==> src/rtl/traceback_walker.sv <==
// traceback_walker
// Control stage of the traceback datapath. Starting from cell (len_a, len_b),
// it reads one direction word per move from the direction memory. On the first
// row or column it uses a forced arrow instead of reading memory. It sends one
// {en_traceB, symbol} step per move to the processing stage, until it reaches
// cell (0,0). Each move takes 3 cycles: READ -> WAIT -> EMIT.

module traceback_walker #(
    parameter int N      = 128,
    parameter int IDX_W  = $clog2(N + 1),
    parameter int STEP_W = $clog2(2 * N + 1)
) (
    input  logic              clk,
    input  logic              rst,
    input  logic              start,
    input  logic [IDX_W-1:0]  len_a,
    input  logic [IDX_W-1:0]  len_b,
    output logic              dir_rd_en,
    output logic [IDX_W-1:0]  dir_addr_i,
    output logic [IDX_W-1:0]  dir_addr_j,
    input  logic [2:0]        dir_data,
    output logic [IDX_W-1:0]  seqA_addr,
    output logic [IDX_W-1:0]  seqB_addr,
    output logic              en_traceB,
    output logic [2:0]        symbol,
    output logic              busy,
    output logic              done,
    output logic              err,
    output logic [STEP_W-1:0] step_count
);

    localparam logic [2:0] S_IDLE = 3'd0;
    localparam logic [2:0] S_READ = 3'd1;
    localparam logic [2:0] S_WAIT = 3'd2;
    localparam logic [2:0] S_EMIT = 3'd3;
    localparam logic [2:0] S_DONE = 3'd4;

    localparam logic [2:0] ARROW_DIAG = 3'b001;
    localparam logic [2:0] ARROW_UP   = 3'b010;
    localparam logic [2:0] ARROW_LEFT = 3'b100;

    logic [2:0]        state_q, state_d;
    logic [IDX_W-1:0]  i_q, i_d;
    logic [IDX_W-1:0]  j_q, j_d;
    logic [STEP_W-1:0] step_q, step_d;
    logic              en_q, en_d;
    logic [2:0]        sym_q, sym_d;
    logic              busy_q, busy_d;
    logic              done_q, done_d;
    logic              err_q, err_d;

    // Arrow for the current cell. A move at a boundary is forced, so the
    // memory word is only used when both indices are non-zero.
    logic [2:0] wait_arrow;
    logic       arrow_legal;
    logic [IDX_W-1:0] i_next, j_next;

    // Select the arrow for this cell and check it. Also compute the indices after the move.
    always_comb begin
        if (i_q == '0) begin
            wait_arrow = ARROW_LEFT;
        end else if (j_q == '0) begin
            wait_arrow = ARROW_UP;
        end else begin
            wait_arrow = dir_data;
        end
        arrow_legal = (wait_arrow == ARROW_DIAG) || (wait_arrow == ARROW_UP) ||
                      (wait_arrow == ARROW_LEFT);
        // In EMIT, sym_q holds the arrow of the move in progress.
        i_next = (sym_q == ARROW_DIAG || sym_q == ARROW_UP)   ? i_q - IDX_W'(1) : i_q;
        j_next = (sym_q == ARROW_DIAG || sym_q == ARROW_LEFT) ? j_q - IDX_W'(1) : j_q;
    end

    // Next-state logic for the walk FSM and its datapath registers.
    always_comb begin
        // NOTE: every signal gets a default here before the case statement,
        // so no path leaves one unassigned. An unassigned path would infer a latch.
        state_d = state_q;
        i_d     = i_q;
        j_d     = j_q;
        step_d  = step_q;
        busy_d  = busy_q;
        done_d  = done_q;
        err_d   = err_q;
        en_d    = 1'b0;
        sym_d   = 3'b000;

        case (state_q)
            S_IDLE, S_DONE: begin
                if (start) begin
                    i_d    = len_a;
                    j_d    = len_b;
                    step_d = '0;
                    err_d  = 1'b0;
                    if (len_a == '0 && len_b == '0) begin
                        state_d = S_DONE;
                        done_d  = 1'b1;
                        busy_d  = 1'b0;
                    end else begin
                        state_d = S_READ;
                        done_d  = 1'b0;
                        busy_d  = 1'b1;
                    end
                end
            end
            S_READ: begin
                state_d = S_WAIT;
            end
            S_WAIT: begin
                if (!arrow_legal) begin
                    err_d   = 1'b1;
                    done_d  = 1'b1;
                    busy_d  = 1'b0;
                    state_d = S_DONE;
                end else begin
                    // Register the step now, so EMIT presents it straight from flops.
                    en_d    = 1'b1;
                    sym_d   = wait_arrow;
                    state_d = S_EMIT;
                end
            end
            S_EMIT: begin
                step_d = step_q + STEP_W'(1);
                i_d    = i_next;
                j_d    = j_next;
                if (i_next == '0 && j_next == '0) begin
                    state_d = S_DONE;
                    done_d  = 1'b1;
                    busy_d  = 1'b0;
                end else begin
                    state_d = S_READ;
                end
            end
            default: begin
                state_d = S_IDLE;
            end
        endcase
    end

    // State and output registers; asynchronous reset returns to IDLE with every output cleared.
    always_ff @(posedge clk or posedge rst) begin
        if (rst) begin
            state_q <= S_IDLE;
            i_q     <= '0;
            j_q     <= '0;
            step_q  <= '0;
            en_q    <= 1'b0;
            sym_q   <= 3'b000;
            busy_q  <= 1'b0;
            done_q  <= 1'b0;
            err_q   <= 1'b0;
        end else begin
            // NOTE: registers use non-blocking assignments. Every flop then
            // samples the values from before the edge, whatever order the statements are in.
            state_q <= state_d;
            i_q     <= i_d;
            j_q     <= j_d;
            step_q  <= step_d;
            en_q    <= en_d;
            sym_q   <= sym_d;
            busy_q  <= busy_d;
            done_q  <= done_d;
            err_q   <= err_d;
        end
    end

    // Memory interfaces. The sequence addresses follow the current cell in
    // every state, so ROM data is ready by EMIT.
    assign dir_rd_en  = (state_q == S_READ) && (i_q != '0) && (j_q != '0);
    assign dir_addr_i = i_q;
    assign dir_addr_j = j_q;
    assign seqA_addr  = (i_q == '0) ? '0 : i_q - IDX_W'(1);
    assign seqB_addr  = (j_q == '0) ? '0 : j_q - IDX_W'(1);

    assign en_traceB  = en_q;
    assign symbol     = sym_q;
    assign busy       = busy_q;
    assign done       = done_q;
    assign err        = err_q;
    assign step_count = step_q;

endmodule
==> config.mk <==
export PLATFORM = sky130hd
export DESIGN_NAME = traceback_walker
export DESIGN_NICKNAME = d
export VERILOG_FILES = /design/src/rtl/traceback_walker.sv
export SDC_FILE = /design/constraint.sdc
export NUM_CORES = 1
export LEC_CHECK = 0
export ABC_CLOCK_PERIOD_IN_PS = 5480
export CAP_MARGIN = 15
export CORE_ASPECT_RATIO = 0.9
export CORE_UTILIZATION = 51
export CTS_BUF_LIST = sky130_fd_sc_hd__clkbuf_16
export DETAILED_ROUTE_END_ITERATION = 10
export HOLD_SLACK_MARGIN = 0.12
export MAX_ROUTING_LAYER = met4
export PLACE_DENSITY_LB_ADDON = 0.3
export SYNTH_ARGS = -nofsm -noshare
export SYNTH_HDL_FRONTEND = slang
export SYNTH_SLANG_ARGS = --single-unit
==> constraint.sdc <==
create_clock -name clk -period 5.48 [get_ports clk]
set_input_delay 1.096 -clock clk [delete_from_list [all_inputs] [get_ports clk]]
set_output_delay 1.096 -clock clk [all_outputs]
set_load 0.03 [all_outputs]
# After elaboration in Yosys (flattened, before gate mapping)
# Cells that the tools add are included.
# W data, S select, Z words.
[totals]
regBits = 35
latchBits = 0
ram_bits = 0
romBits = 0
output_inout_bits = 49
mem_count = 0
[op_classes]
add_sub_neg = 3
mul = 0
div = 0
order_cmp = 0
n_eq_ne = 13
shifts = 0
muxes = 33
n_bitwise = 0
reduce_logical = 24
[op_table]
columns = ["cell", "count"]
rows = [
  ["$logic_not A8 Y1", 6],
  ["$mux W8", 6],
  ["$pmux W8 S2", 2],
  ["$mux W3", 8],
  ["$pmux W9 S2", 1],
  ["$reduce_bool A8 Y1", 2],
  ["$sub A8 B1 Y8 const B", 2],
  ["$eq A3 B2 Y1 const B", 4],
  ["$pmux W3 S4", 1],
  ["$mux W1", 11],
  ["$add A9 B1 Y9 const B", 1],
  ["$eq A3 B1 Y1 const B", 3],
  ["$eq A3 B3 Y1 const B", 3],
  ["$mux W9", 1],
  ["$ne A2 B2 Y1 const B", 3],
  ["$pmux W1 S3", 2],
  ["$logic_and A1 B1 Y1", 4],
  ["$logic_or A1 B1 Y1", 4],
  ["$reduce_and A4 Y1", 1],
  ["$reduce_bool A2 Y1", 2],
  ["$logic_not A3 Y1", 1],
  ["$reduce_and A3 Y1", 1],
  ["$reduce_bool A3 Y1", 1],
  ["$pmux W1 S2", 1],
  ["2 further kinds", 2],
]

# Depth between registers and ports, before layout
[depth]
depth_word = 8
mapped_depth = 9

# Least setup slack after synthesis
# No wires, ideal clock.
[synth_timing]
path_type = "flip-flop to output port"
from = "register j_q[0] (netlist: dir_addr_j[0])"
to = "output dir_rd_en"
arrival_ns = 2.326
path_slack_ns = 2.058
path_stages_with_launch = 7
n_path_buf = 1
cell_sequence = "dfrtp_1 inv_1 ha_1 nand2b_1 nor3_2 buf_2 nor4_1"
[synth_via]
elab_chain_len = 2
[synth_lines]
columns = ["element", "line", "text"]
rows = [
  ["start, declared", "44", "logic [IDX_W-1:0] j_q, j_d;"],
  ["start signal, assigned", "157", "j_q <= j_d;"],
  ["$reduce_bool A8 Y1", "169", "assign dir_rd_en = (state_q == S_READ) && (i_q != '0) && (j_q != '0);"],
  ["$logic_and A1 B1 Y1", "169", ""],
  ["end, declared", "18", "output logic dir_rd_en,"],
]
# Every way passes these cells.

# Worst setup path after layout
[layout_timing]
from = "register i_q[0] (netlist: dir_addr_i[0])"
to = "output seqA_addr[6]"
[layout_via]
elab_chain_len = 2
[layout_lines]
columns = ["element", "line", "text"]
rows = [
  ["start, declared", "43", "logic [IDX_W-1:0] i_q, i_d;"],
  ["start signal, assigned", "156", "i_q <= i_d;"],
  ["$sub A8 B1 Y8 / $logic_not A8 Y1 (equally long branches)", "172", "assign seqA_addr = (i_q == '0) ? '0 : i_q - IDX_W'(1);"],
  ["$mux W8 *", "172", ""],
  ["end, declared", "22", "output logic [IDX_W-1:0] seqA_addr,"],
]
# Mark *: on every way between the ends. The rest lies on a longest branch, timed or not.

==> impl_metrics.yaml <==
routing:
  wl_met1_um: 2860
  drtPass1Iterations: 4
  wl_per_cell_um: 16.4
  drt_iter0_markers: 181
  antenna_left: 0
  met3_length_um: 446
  vias: 2437
  highest_layer: "met4"
  drc_errors: 0
  vias_per_cell: 6.11
  finalWirelength_um: 6530
  dr_wl_met2_um: 3070
timing:
  finalSetupTns_ns: 0
  finalHoldViolations: 0
  finalMaxSlewViolations: 0
  fin_crit_ns: 3.89
  period_share_pct: 71.0
  worst_slew_pin_slew_ns: 0.894
  rsz0062_at_grt: "false"
  relSlewSlack_pct: 40.2
  setup_viol: 0
  max_clock_freq_mhz: 257
  finClkSkew_ns: 0.00745
layout:
  nNetsFinal: 363
  antenna_cells: 0
  area_growth_syn_to_layout_pct: 36.8
  final_cell_area_um2: 3200
  instances_no_fill: 399
  postLayoutCoreUtil_pct: 75.5
  drive_gt1_share_pct: 7.08
synth:
  synth_ff_type: "dfrtp_1"
  synth.area.top_cells: "dfrtp_1, o21ai_0, nor2_1, nand2_1, a221o_1"
  ys_async_sr_fraction_pct: 100
  syn_nets: 296
  syn_area_per_cell_um2: 8.63
  ys_seq_area_share_pct: 37.4
  ys_warn_count: 0
  synth_edf_count: 0
  yosysTopAreaCellShare_pct: 37.4
  ys_ff_latch: 35
  ys_types: 51
  syn-cell-area_um2: 2340
  yosys.area.top_type: "dfrtp_1"
  postSynthCellCount: 271
worst_hold_path:
  hold_class: "reg2reg"
  min_from: "step_count[8]$_DFFE_PP0P_"
  holdPathEnd: "step_count[8]$_DFFE_PP0P_"
  min_path_cells: 1
floorplanning:
  io_pins: 71
  num_rows: 22
  core_area_um2: 4240
  die_w_um: 73.4
  die_y_um: 66.3
  start_util_pct: 55.2
  die-area_um2: 4860
clock_network:
  root_buffer: "clkbuf_16"
  cts_setup_buffers: 0
  numCtsBuffers: 5
  hold_buffers: 0
  cts_resized: 0
  htreeDepth: 2
  path_clk_slew_ns: 0.06
  clkLatencyLatePin_ns: 0.28
  cts_buffer_depth: 2
  cts_tree: "built"
  cts_sinks: 35
global_route:
  overflow: 0
  grt_max_degree: 36
  antenna_found_initial: 0
  grt_pass1_wl_um: 10500
  gr-usage-all-layers_pct: 29.9
  grt_pass1_vias: 2174
setup_path:
  end_kind: "primary output"
  r2r_start: "dir_addr_j[3]$_DFFE_PP0P_"
  cp.arrival_ns: 2.79
  startpoint_type: "flip-flop"
  path_class: "reg2out"
  crit_fanout: 8
  r2r_cells: 5
  crit-reg2reg-capture: "done$_DFFE_PP0P_"
  cp_data_required_time_ns: 4.38
  regToRegSetupSlack_ns: 3.00
power_and_ir_drop:
  power_density_nw_per_um2: 651
  vdd_drop_max_uv: 421
  total_power_mw: 2.08
  p_leak_nw: 1.30
placed_design:
  place_hpwl_um: 4680
  numPortBuffers: 70
  dpl_cell_area_um2: 3060
  place_congestion: 0.875
  dp.cells: 391
status:
  status: "completed"
job:
  maxCapViolCount: 0
## cell type report
cell class                      count  area (µm²)
Multi-Input combinational cell    211        1340
Fill cell                         333        1040
Sequential cell                    35         876
Timing Repair Buffer               72         716
Clock buffer                        5         125
Tap cell                           60        75.1
Inverter                           13        48.8
Clock inverter                      3        16.3
## cells in the mapped netlist, types with 2 or more instances
library cell / number
nor4b_1: 3
a221o_1: 7
nor3_1: 8
nor2_1: 37
nand2_1: 27
and3_1: 7
a21oi_1: 10
xnor2_1: 7
ha_1: 3
xor2_1: 5
o311ai_0: 6
nand3_1: 5
nor4_1: 9
buf_6: 3
nand2b_1: 6
buf_2: 3
nor3_2: 4
clkbuf_1: 6
o211ai_1: 4
dfrtp_1: 35
inv_1: 13
nand4_1: 4
o21ai_0: 30
o21a_1: 2
## cells in the final DEF, fill, tap and decap left out, types with 2 or more instances in the layout
cell and count:
clkbuf_16 5, o21ai_0 30, nor2_1 37, nand2_1 27
ha_1 3, o311ai_0 6, inv_1 14, dfrtp_1 35
clkdlybuf4s50_1 70, nor3_2 4, xnor2_1 7, and3_1 7
nand3_1 5, nor4b_1 3, o211ai_1 4, xor2_1 5
buf_4 2, nor3_1 8, nand4_1 4, nand2b_1 6
a221o_1 7, nor4_1 9, a21oi_1 10, o21a_1 2
## stage by stage
step           hold WS [ns]  setup slack (ns)
5_1_grt               0.523              1.38
6_report              0.495              1.59
3_3_place_gp          0.473              2.02
3_5_place_dp          0.481              2.00
2_1_floorplan         0.427              2.06
4_1_cts               0.501              1.63
## power breakdown
group	leakage (nW)	switching [mW]	internal, mW	total (mW)
Clock	0.0726	0.108	0.166	0.274
Sequential	0.454	0.159	0.342	0.501
Combinational	0.772	0.775	0.533	1.31
## how the worst max path moves through the flow
| stage | start | to | cells past startpoint |
|---|---|---|---|
| 2_1_floorplan | dir_addr_j[0]$_DFFE_PP0P_ | dir_rd_en | 6 |
| 3_3_place_gp | dir_addr_j[3]$_DFFE_PP0P_ | dir_rd_en | 4 |
| 3_5_place_dp | dir_addr_j[3]$_DFFE_PP0P_ | dir_rd_en | 4 |
| 4_1_cts | dir_addr_i[0]$_DFFE_PP0P_ | seqA_addr[6] | 6 |
| 5_1_grt | dir_addr_i[0]$_DFFE_PP0P_ | seqA_addr[6] | 6 |
| 6_report | dir_addr_i[0]$_DFFE_PP0P_ | seqA_addr[6] | 6 |
## registers in the layout, summed over array words and instances, names as in the netlist
register    count
busy            1
symbol          3
step_count      9
dir_addr_j      8
done            1
dir_addr_i      8
state_q         3
err             1
en_traceB       1
## layer usage
metal | vias to the layer above | track usage [%]
met5 | - | -
met4 | 0 | 10.8
met3 | 17 | 6.71
met2 | 120 | 46.9
met1 | 1168 | 38.0
li1 | 1132 | -
## kinds of logic (layout without fill, tap and decap cells)
| kind of cell | Yosys count | after routing | synth area share [%] |
|---|---|---|---|
| AO/OA/AOI/OAI | 71 | 71 | 21.3 |
| XOR/XNOR | 13 | 13 | 5.67 |
| adder cells (fa/ha/maj) | 3 | 3 | 1.60 |
| buffers and inverters | 25 | 93 | 5.13 |
| flip-flops | 35 | 35 | 37.4 |
| multiplexers | 2 | 2 | 0.909 |
| AND/OR/NAND/NOR | 122 | 122 | 28.0 |
## worst max-delay path: stages (launching register included)
cell and delay [ns]:
dfrtp_1 0.47, inv_1 0.09, ha_1 0.32, nand2b_1 0.24, nor4_1 0.42, mux2_2 0.39
clkdlybuf4s50_1 0.59
(Power assumes the default switching activity.)
